**src/rtl/cdb_pkg.sv**
```systemverilog
// Shared types and constants for the common data bus arbiter: unit tag codes,
// requester indices and the broadcast record.
package cdb_pkg;

  localparam int UNIT_SIZE = 8;
  localparam int WORD_SIZE = 32;

  localparam logic [UNIT_SIZE-1:0] UNIT_LW  = 8'b1000_0000;
  localparam logic [UNIT_SIZE-1:0] UNIT_ADD = 8'b1010_0000;
  localparam logic [UNIT_SIZE-1:0] UNIT_MUL = 8'b1100_0000;
  localparam logic [UNIT_SIZE-1:0] UNIT_MV  = 8'b0111_1111;

  localparam int REQ_ADD = 0;
  localparam int REQ_MUL = 1;
  localparam int REQ_LW  = 2;

  typedef struct packed {
    logic                 valid;
    logic [UNIT_SIZE-1:0] tag;
    logic [WORD_SIZE-1:0] data;
  } cdb_t;

  // Top three tag bits identify the unit class expected on each requester port.
  function automatic logic [2:0] unit_class(input int idx);
    case (idx)
      REQ_ADD: return UNIT_ADD[UNIT_SIZE-1 -: 3];
      REQ_MUL: return UNIT_MUL[UNIT_SIZE-1 -: 3];
      REQ_LW:  return UNIT_LW[UNIT_SIZE-1 -: 3];
      default: return 3'b000;
    endcase
  endfunction

endpackage

```
**src/rtl/rr_age_picker.sv**
```systemverilog
// Combinational grant picker: lowest-index aged requester wins, otherwise the
// first valid requester found searching upward from the round-robin pointer.
module rr_age_picker #(
  parameter int NUM_REQ = 3,
  parameter int PTR_W   = 2
) (
  input  logic [NUM_REQ-1:0] i_valid,
  input  logic [NUM_REQ-1:0] i_aged,
  input  logic [PTR_W-1:0]   i_rr_ptr,
  output logic [NUM_REQ-1:0] o_grant,
  output logic [PTR_W-1:0]   o_idx,
  output logic               o_any
);

  // Loops run downward so the last match written is the highest-priority one.
  always_comb begin
    int w_p;
    w_p     = 0;
    o_grant = '0;
    o_idx   = '0;
    o_any   = 1'b0;
    if (|i_aged) begin
      o_any = 1'b1;
      for (int i = NUM_REQ - 1; i >= 0; i--) begin
        if (i_aged[i]) o_idx = PTR_W'(i);
      end
    end else begin
      for (int k = NUM_REQ - 1; k >= 0; k--) begin
        w_p = int'(i_rr_ptr) + k;
        if (w_p >= NUM_REQ) w_p = w_p - NUM_REQ;
        if (i_valid[w_p]) begin
          o_idx = PTR_W'(w_p);
          o_any = 1'b1;
        end
      end
    end
    for (int i = 0; i < NUM_REQ; i++) begin
      o_grant[i] = o_any && (o_idx == PTR_W'(i));
    end
  end

endmodule

```
**src/rtl/cdb_arbiter.sv**
```systemverilog
// Common data bus arbiter: grants one result port per cycle (aging, then
// round-robin) and registers its tag/data as a one-cycle-latency broadcast.
module cdb_arbiter
  import cdb_pkg::UNIT_MV;
  import cdb_pkg::unit_class;
#(
  parameter int NUM_REQ   = 3,
  parameter int UNIT_SIZE = 8,
  parameter int WORD_SIZE = 32,
  parameter int MAX_WAIT  = 4,
  parameter int WAIT_W    = 3
) (
  input  logic                           clk,
  input  logic                           rst_n,
  input  logic [NUM_REQ-1:0]             req_valid,
  input  logic [NUM_REQ*UNIT_SIZE-1:0]   req_tag,
  input  logic [NUM_REQ*WORD_SIZE-1:0]   req_data,
  output logic [NUM_REQ-1:0]             req_ready,
  input  logic                           hold,
  input  logic                           flush,
  output logic                           cdb_valid,
  output logic [UNIT_SIZE-1:0]           cdb_tag,
  output logic [WORD_SIZE-1:0]           cdb_data,
  output logic [1:0]                     cdb_src,
  output logic [15:0]                    cdb_count
);

  localparam int PTR_W = (NUM_REQ > 1) ? $clog2(NUM_REQ) : 1;

  logic [PTR_W-1:0]     r_rr_ptr;
  logic [WAIT_W-1:0]    r_wait [NUM_REQ];
  logic                 r_cdb_valid;
  logic [UNIT_SIZE-1:0] r_cdb_tag;
  logic [WORD_SIZE-1:0] r_cdb_data;
  logic [1:0]           r_cdb_src;
  logic [15:0]          r_cdb_count;

  logic [NUM_REQ-1:0]   w_aged;
  logic [NUM_REQ-1:0]   w_grant;
  logic [PTR_W-1:0]     w_idx;
  logic                 w_any;
  logic                 w_en;
  logic                 w_fire;

  // A stale counter on a withdrawn port must not win arbitration.
  always_comb begin
    w_aged = '0;
    for (int i = 0; i < NUM_REQ; i++) begin
      w_aged[i] = req_valid[i] && (r_wait[i] >= WAIT_W'(MAX_WAIT));
    end
  end

  rr_age_picker #(
    .NUM_REQ (NUM_REQ),
    .PTR_W   (PTR_W)
  ) u_picker (
    .i_valid  (req_valid),
    .i_aged   (w_aged),
    .i_rr_ptr (r_rr_ptr),
    .o_grant  (w_grant),
    .o_idx    (w_idx),
    .o_any    (w_any)
  );

  assign w_en      = rst_n & ~hold & ~flush;
  assign w_fire    = w_en & w_any;
  assign req_ready = w_grant & {NUM_REQ{w_en}};

  always_ff @(posedge clk or negedge rst_n) begin
    if (!rst_n) begin
      r_cdb_valid <= 1'b0;
      r_cdb_tag   <= '0;
      r_cdb_data  <= '0;
      r_cdb_src   <= '0;
      r_cdb_count <= '0;
      r_rr_ptr    <= '0;
    end else if (flush) begin
      r_cdb_valid <= 1'b0;
      r_rr_ptr    <= '0;
    end else begin
      r_cdb_valid <= w_fire;
      if (w_fire) begin
        r_cdb_tag   <= req_tag[int'(w_idx)*UNIT_SIZE +: UNIT_SIZE];
        r_cdb_data  <= req_data[int'(w_idx)*WORD_SIZE +: WORD_SIZE];
        r_cdb_src   <= 2'(w_idx);
        r_cdb_count <= r_cdb_count + 16'd1;
        r_rr_ptr    <= (w_idx == PTR_W'(NUM_REQ - 1)) ? '0 : w_idx + 1'b1;
      end
    end
  end

  // Waiting ports age only on cycles where a grant was actually possible.
  always_ff @(posedge clk or negedge rst_n) begin
    if (!rst_n) begin
      for (int i = 0; i < NUM_REQ; i++) r_wait[i] <= '0;
    end else begin
      for (int i = 0; i < NUM_REQ; i++) begin
        if (flush || !req_valid[i] || req_ready[i]) begin
          r_wait[i] <= '0;
        end else if (!hold && (r_wait[i] != '1)) begin
          r_wait[i] <= r_wait[i] + 1'b1;
        end
      end
    end
  end

  assign cdb_valid = r_cdb_valid;
  assign cdb_tag   = r_cdb_tag;
  assign cdb_data  = r_cdb_data;
  assign cdb_src   = r_cdb_src;
  assign cdb_count = r_cdb_count;

  for (genvar gi = 0; gi < NUM_REQ; gi++) begin : g_tag_class
    a_tag_class: assert property (@(posedge clk) disable iff (!rst_n)
      req_valid[gi] |-> (req_tag[gi*UNIT_SIZE + UNIT_SIZE - 3 +: 3] == unit_class(gi)));
  end

  a_no_mv_tag: assert property (@(posedge clk) disable iff (!rst_n)
    cdb_tag != UNIT_MV);

endmodule

```
**config.mk**
```make
export PLATFORM = sky130hd
export DESIGN_NAME = cdb_arbiter
export DESIGN_NICKNAME = d
export VERILOG_FILES = /design/src/rtl/cdb_pkg.sv /design/src/rtl/rr_age_picker.sv /design/src/rtl/cdb_arbiter.sv
export SDC_FILE = /design/constraint.sdc
export NUM_CORES = 1
export LEC_CHECK = 0
export CAP_MARGIN = 15
export CORE_UTILIZATION = 37
export CTS_CLUSTER_SIZE = 40
export DETAILED_ROUTE_END_ITERATION = 8
export PLACE_DENSITY = 0.8
export SKIP_LAST_GASP = 1
export SLEW_MARGIN = 10
export SYNTH_ARGS = -nofsm -noshare
export SYNTH_HDL_FRONTEND = slang
export SYNTH_HIERARCHICAL = 1
export SYNTH_SLANG_ARGS = --single-unit
export TNS_END_PERCENT = 1
```
**constraint.sdc**
```tcl
create_clock -name clk -period 2.4 [get_ports clk]
set_input_delay 0.6 -clock clk [delete_from_list [all_inputs] [get_ports clk]]
set_output_delay 0.6 -clock clk [all_outputs]
set_load 0.01 [all_outputs]
```
==> results_dict.tcl <==
set metrics [dict create \
    status "finished, violations left" \
    violations "setup timing" \
    post-place-ws_ns -1.09 \
    insertion_delay_ns 0.34 \
    start_kind "register" \
    grt_pass1_vias 3906 \
    dp_hpwl_mm 8.50 \
    synth_common_cells "dfrtp_1, nand2_1, nor2_1" \
    placeableCoreArea_um2 10300 \
    worst_slack_ns -0.493 \
    max_cap_violations 0 \
    chipHeight_um 105 \
    num_rows 37 \
    synth.most_common_cell "dfrtp_1" \
    grt_pass1_wl_mm 18.4 \
    utilization_pct 64.0 \
    synth_nets 574 \
    first_pass_iters 4 \
    initial_core_util_pct 38.0 \
    dieArea_um2 11000 \
    clock-skew-final_ns 0.0107 \
    synth.area.top_cells "dfrtp_1, mux2i_1, nand2_1, a21oi_1, o21ai_0" \
    cts_hold_buffers 0 \
    hold_viol 0 \
    cts_tree "built" \
    crit_path_max_fanout 5 \
    p_leak_nw 2.84 \
    fin_crit_sh_pct 121 \
    numCtsBuffers 9 \
    worstPathRequired_ns 1.80 \
    synth_edf_count 0 \
    setup_violations 46 \
    path_clk_slew_ns 0.08 \
    synthDistinctLibCells 39 \
    gr-usage-all-layers_pct 21.0 \
    die_w_um 105 \
    wl_mm 11.3 \
    ys_seq_area_share_pct 44.8 \
    max_freq_mhz 346 \
    vias_per_cell 5.02 \
    io_pins 189 \
    syn_area_um2 3910 \
    worst-setup-path-type "reg2out" \
    tightest_slew_ns 0.534 \
    synth_ff_type "dfrtp_1" \
    final.min_clock_period_ns 2.89 \
    syn_to_final_growth_pct 68.5 \
    drcViolationCount 0 \
    overflow 0 \
    avgSynthCellArea_um2 8.94 \
    nets 786 \
    num_vias 3963 \
    min_path_type "in2async" \
    grt_max_degree 52 \
    synth_top_cell_area_share_pct 44.8 \
    wl_per_cell_um 14.3 \
    power_density_nw_per_um2 657 \
    ir_drop_v 0.000397 \
    finalWeightedCongestion 0.943 \
    ant_nets 0 \
    num_antenna_cells 0 \
    synth_cells 437 \
    cp.arrival_ns 2.29 \
    maxSlewHeadroom_pct 64.4 \
    root_buffer "clkbuf_8" \
    multi_input_area_um2 2150 \
    end_kind "output port" \
    drt_iter0_drc 119 \
    htree_levels 3 \
    ys_ff_latch 70 \
    grt_setup_unrepaired "true" \
    tns_ns -16.17 \
    fill_cells 862 \
    async_reset_ff_share_pct 100 \
    numPortBuffers 188 \
    numClockSinks 70 \
    yosysTopAreaCell "dfrtp_1" \
    antenna_found_initial 0 \
    drv_slew 0 \
    drive_above_1_share_pct 12.4 \
    yosys_warnings 6 \
    layout.area.seq_um2 1750 \
    clock_path_buffers 2 \
]
metal layers:
layer | vias to the layer above | GRT usage (%) | wire length [um]
li1 | 1915 | - | -
met1 | 1887 | 23.3 | 4510
met2 | 140 | 38.0 | 5830
met3 | 21 | 5.93 | 743
met4 | 0 | 7.75 | 233
met5 | - | 0 | 0
critical path: stages, from the launching register on:
cell and delay [ns]:
dfrtp_1 0.43, ha_4 0.28, buf_6 0.12, a21oi_2 0.10, nand4_1 0.16, a2111oi_4 0.44
or2_1 0.17, and3_1 0.13, buf_2 0.12
repair_timing:
item | in CTS | in global routing
buffers inserted | 6 | 0
resized for setup | 30 | 7
pin swaps | 10 | 2
endpoints found under the setup margin | 61 | 59
worst paths after layout:
kind | from | to | slack [ns] | cells after the start
hold reg to reg | cdb_count[15]$_DFFE_PN0P_ | cdb_count[15]$_DFFE_PN0P_ | 0.48 | 1
min in group clk | cdb_count[15]$_DFFE_PN0P_ | cdb_count[15]$_DFFE_PN0P_ | 0.48 | 1
max in group asynchronous | rst_n | cdb_data[20]$_DFFE_PN0P_ | 1.78 | 2
setup reg to reg | r_rr_ptr[1]$_DFFE_PN0P_ | cdb_data[27]$_DFFE_PN0P_ | -0.40 | 12
hold / removal | rst_n | cdb_count[5]$_DFFE_PN0P_ | 0.27 | 2
setup / recovery | r_rr_ptr[1]$_DFFE_PN0P_ | req_ready[1] | -0.49 | 8
logic make-up (layout without fill, tap and decap cells):
| group | count (synthesis) | after routing | share of synthesized area (%) |
|---|---|---|---|
| AOI/OAI and AO/OA | 105 | 105 | 14.3 |
| xor gates and xnor gates | 18 | 18 | 4.03 |
| adders and majority gates | 10 | 10 | 3.20 |
| buffers and inverters | 31 | 248 | 3.62 |
| DFF | 70 | 70 | 44.8 |
| muxes | 43 | 43 | 11.0 |
| and+or+nand+nor | 160 | 160 | 19.0 |
cells in the final DEF, fill, tap and decap left out, types with 9 or more instances in the layout:
master             n
buf_4             34
clkbuf_8           9
a21oi_1           46
nor2_1            52
xnor2_1           14
o21ai_0           42
dfrtp_1           70
clkdlybuf4s50_1  181
nand2_1           67
mux2i_1           42
cell type report:
class | instances | area share (%)
clock buffer | 9 | 1.88
clock inverter | 7 | 2.22
inverter | 4 | 0.228
multi-input combinational | 336 | 32.7
sequential | 70 | 26.6
tap | 136 | 2.59
timing repair buffer | 228 | 33.8
registers in the layout, summed over array words and instances, names as in the netlist:
name,cells
cdb_data,32
cdb_count,16
r_wait,9
cdb_tag,8
cdb_src,2
r_rr_ptr,2
cdb_valid,1
where the power goes:
group / switching [W] / internal [W] / leakage [nW]
sequential: 0.000158 / 0.00141 / 0.913
clock: 0.000468 / 0.000801 / 0.134
combinational: 0.000632 / 0.000862 / 1.79
per-stage QoR:
stage	power, W	cell area (um^2)	hold WS, ns	cells
finish	0.00433	6580	0.270	790
global route	0.00456	6580	0.276	790
CTS	0.00437	6560	0.262	790
detailed placement	0.00304	6170	0.470	768
global placement	0.00300	6170	0.459	768
floorplan	0.00215	3910	0.304	437
(Power assumes the default switching activity.)
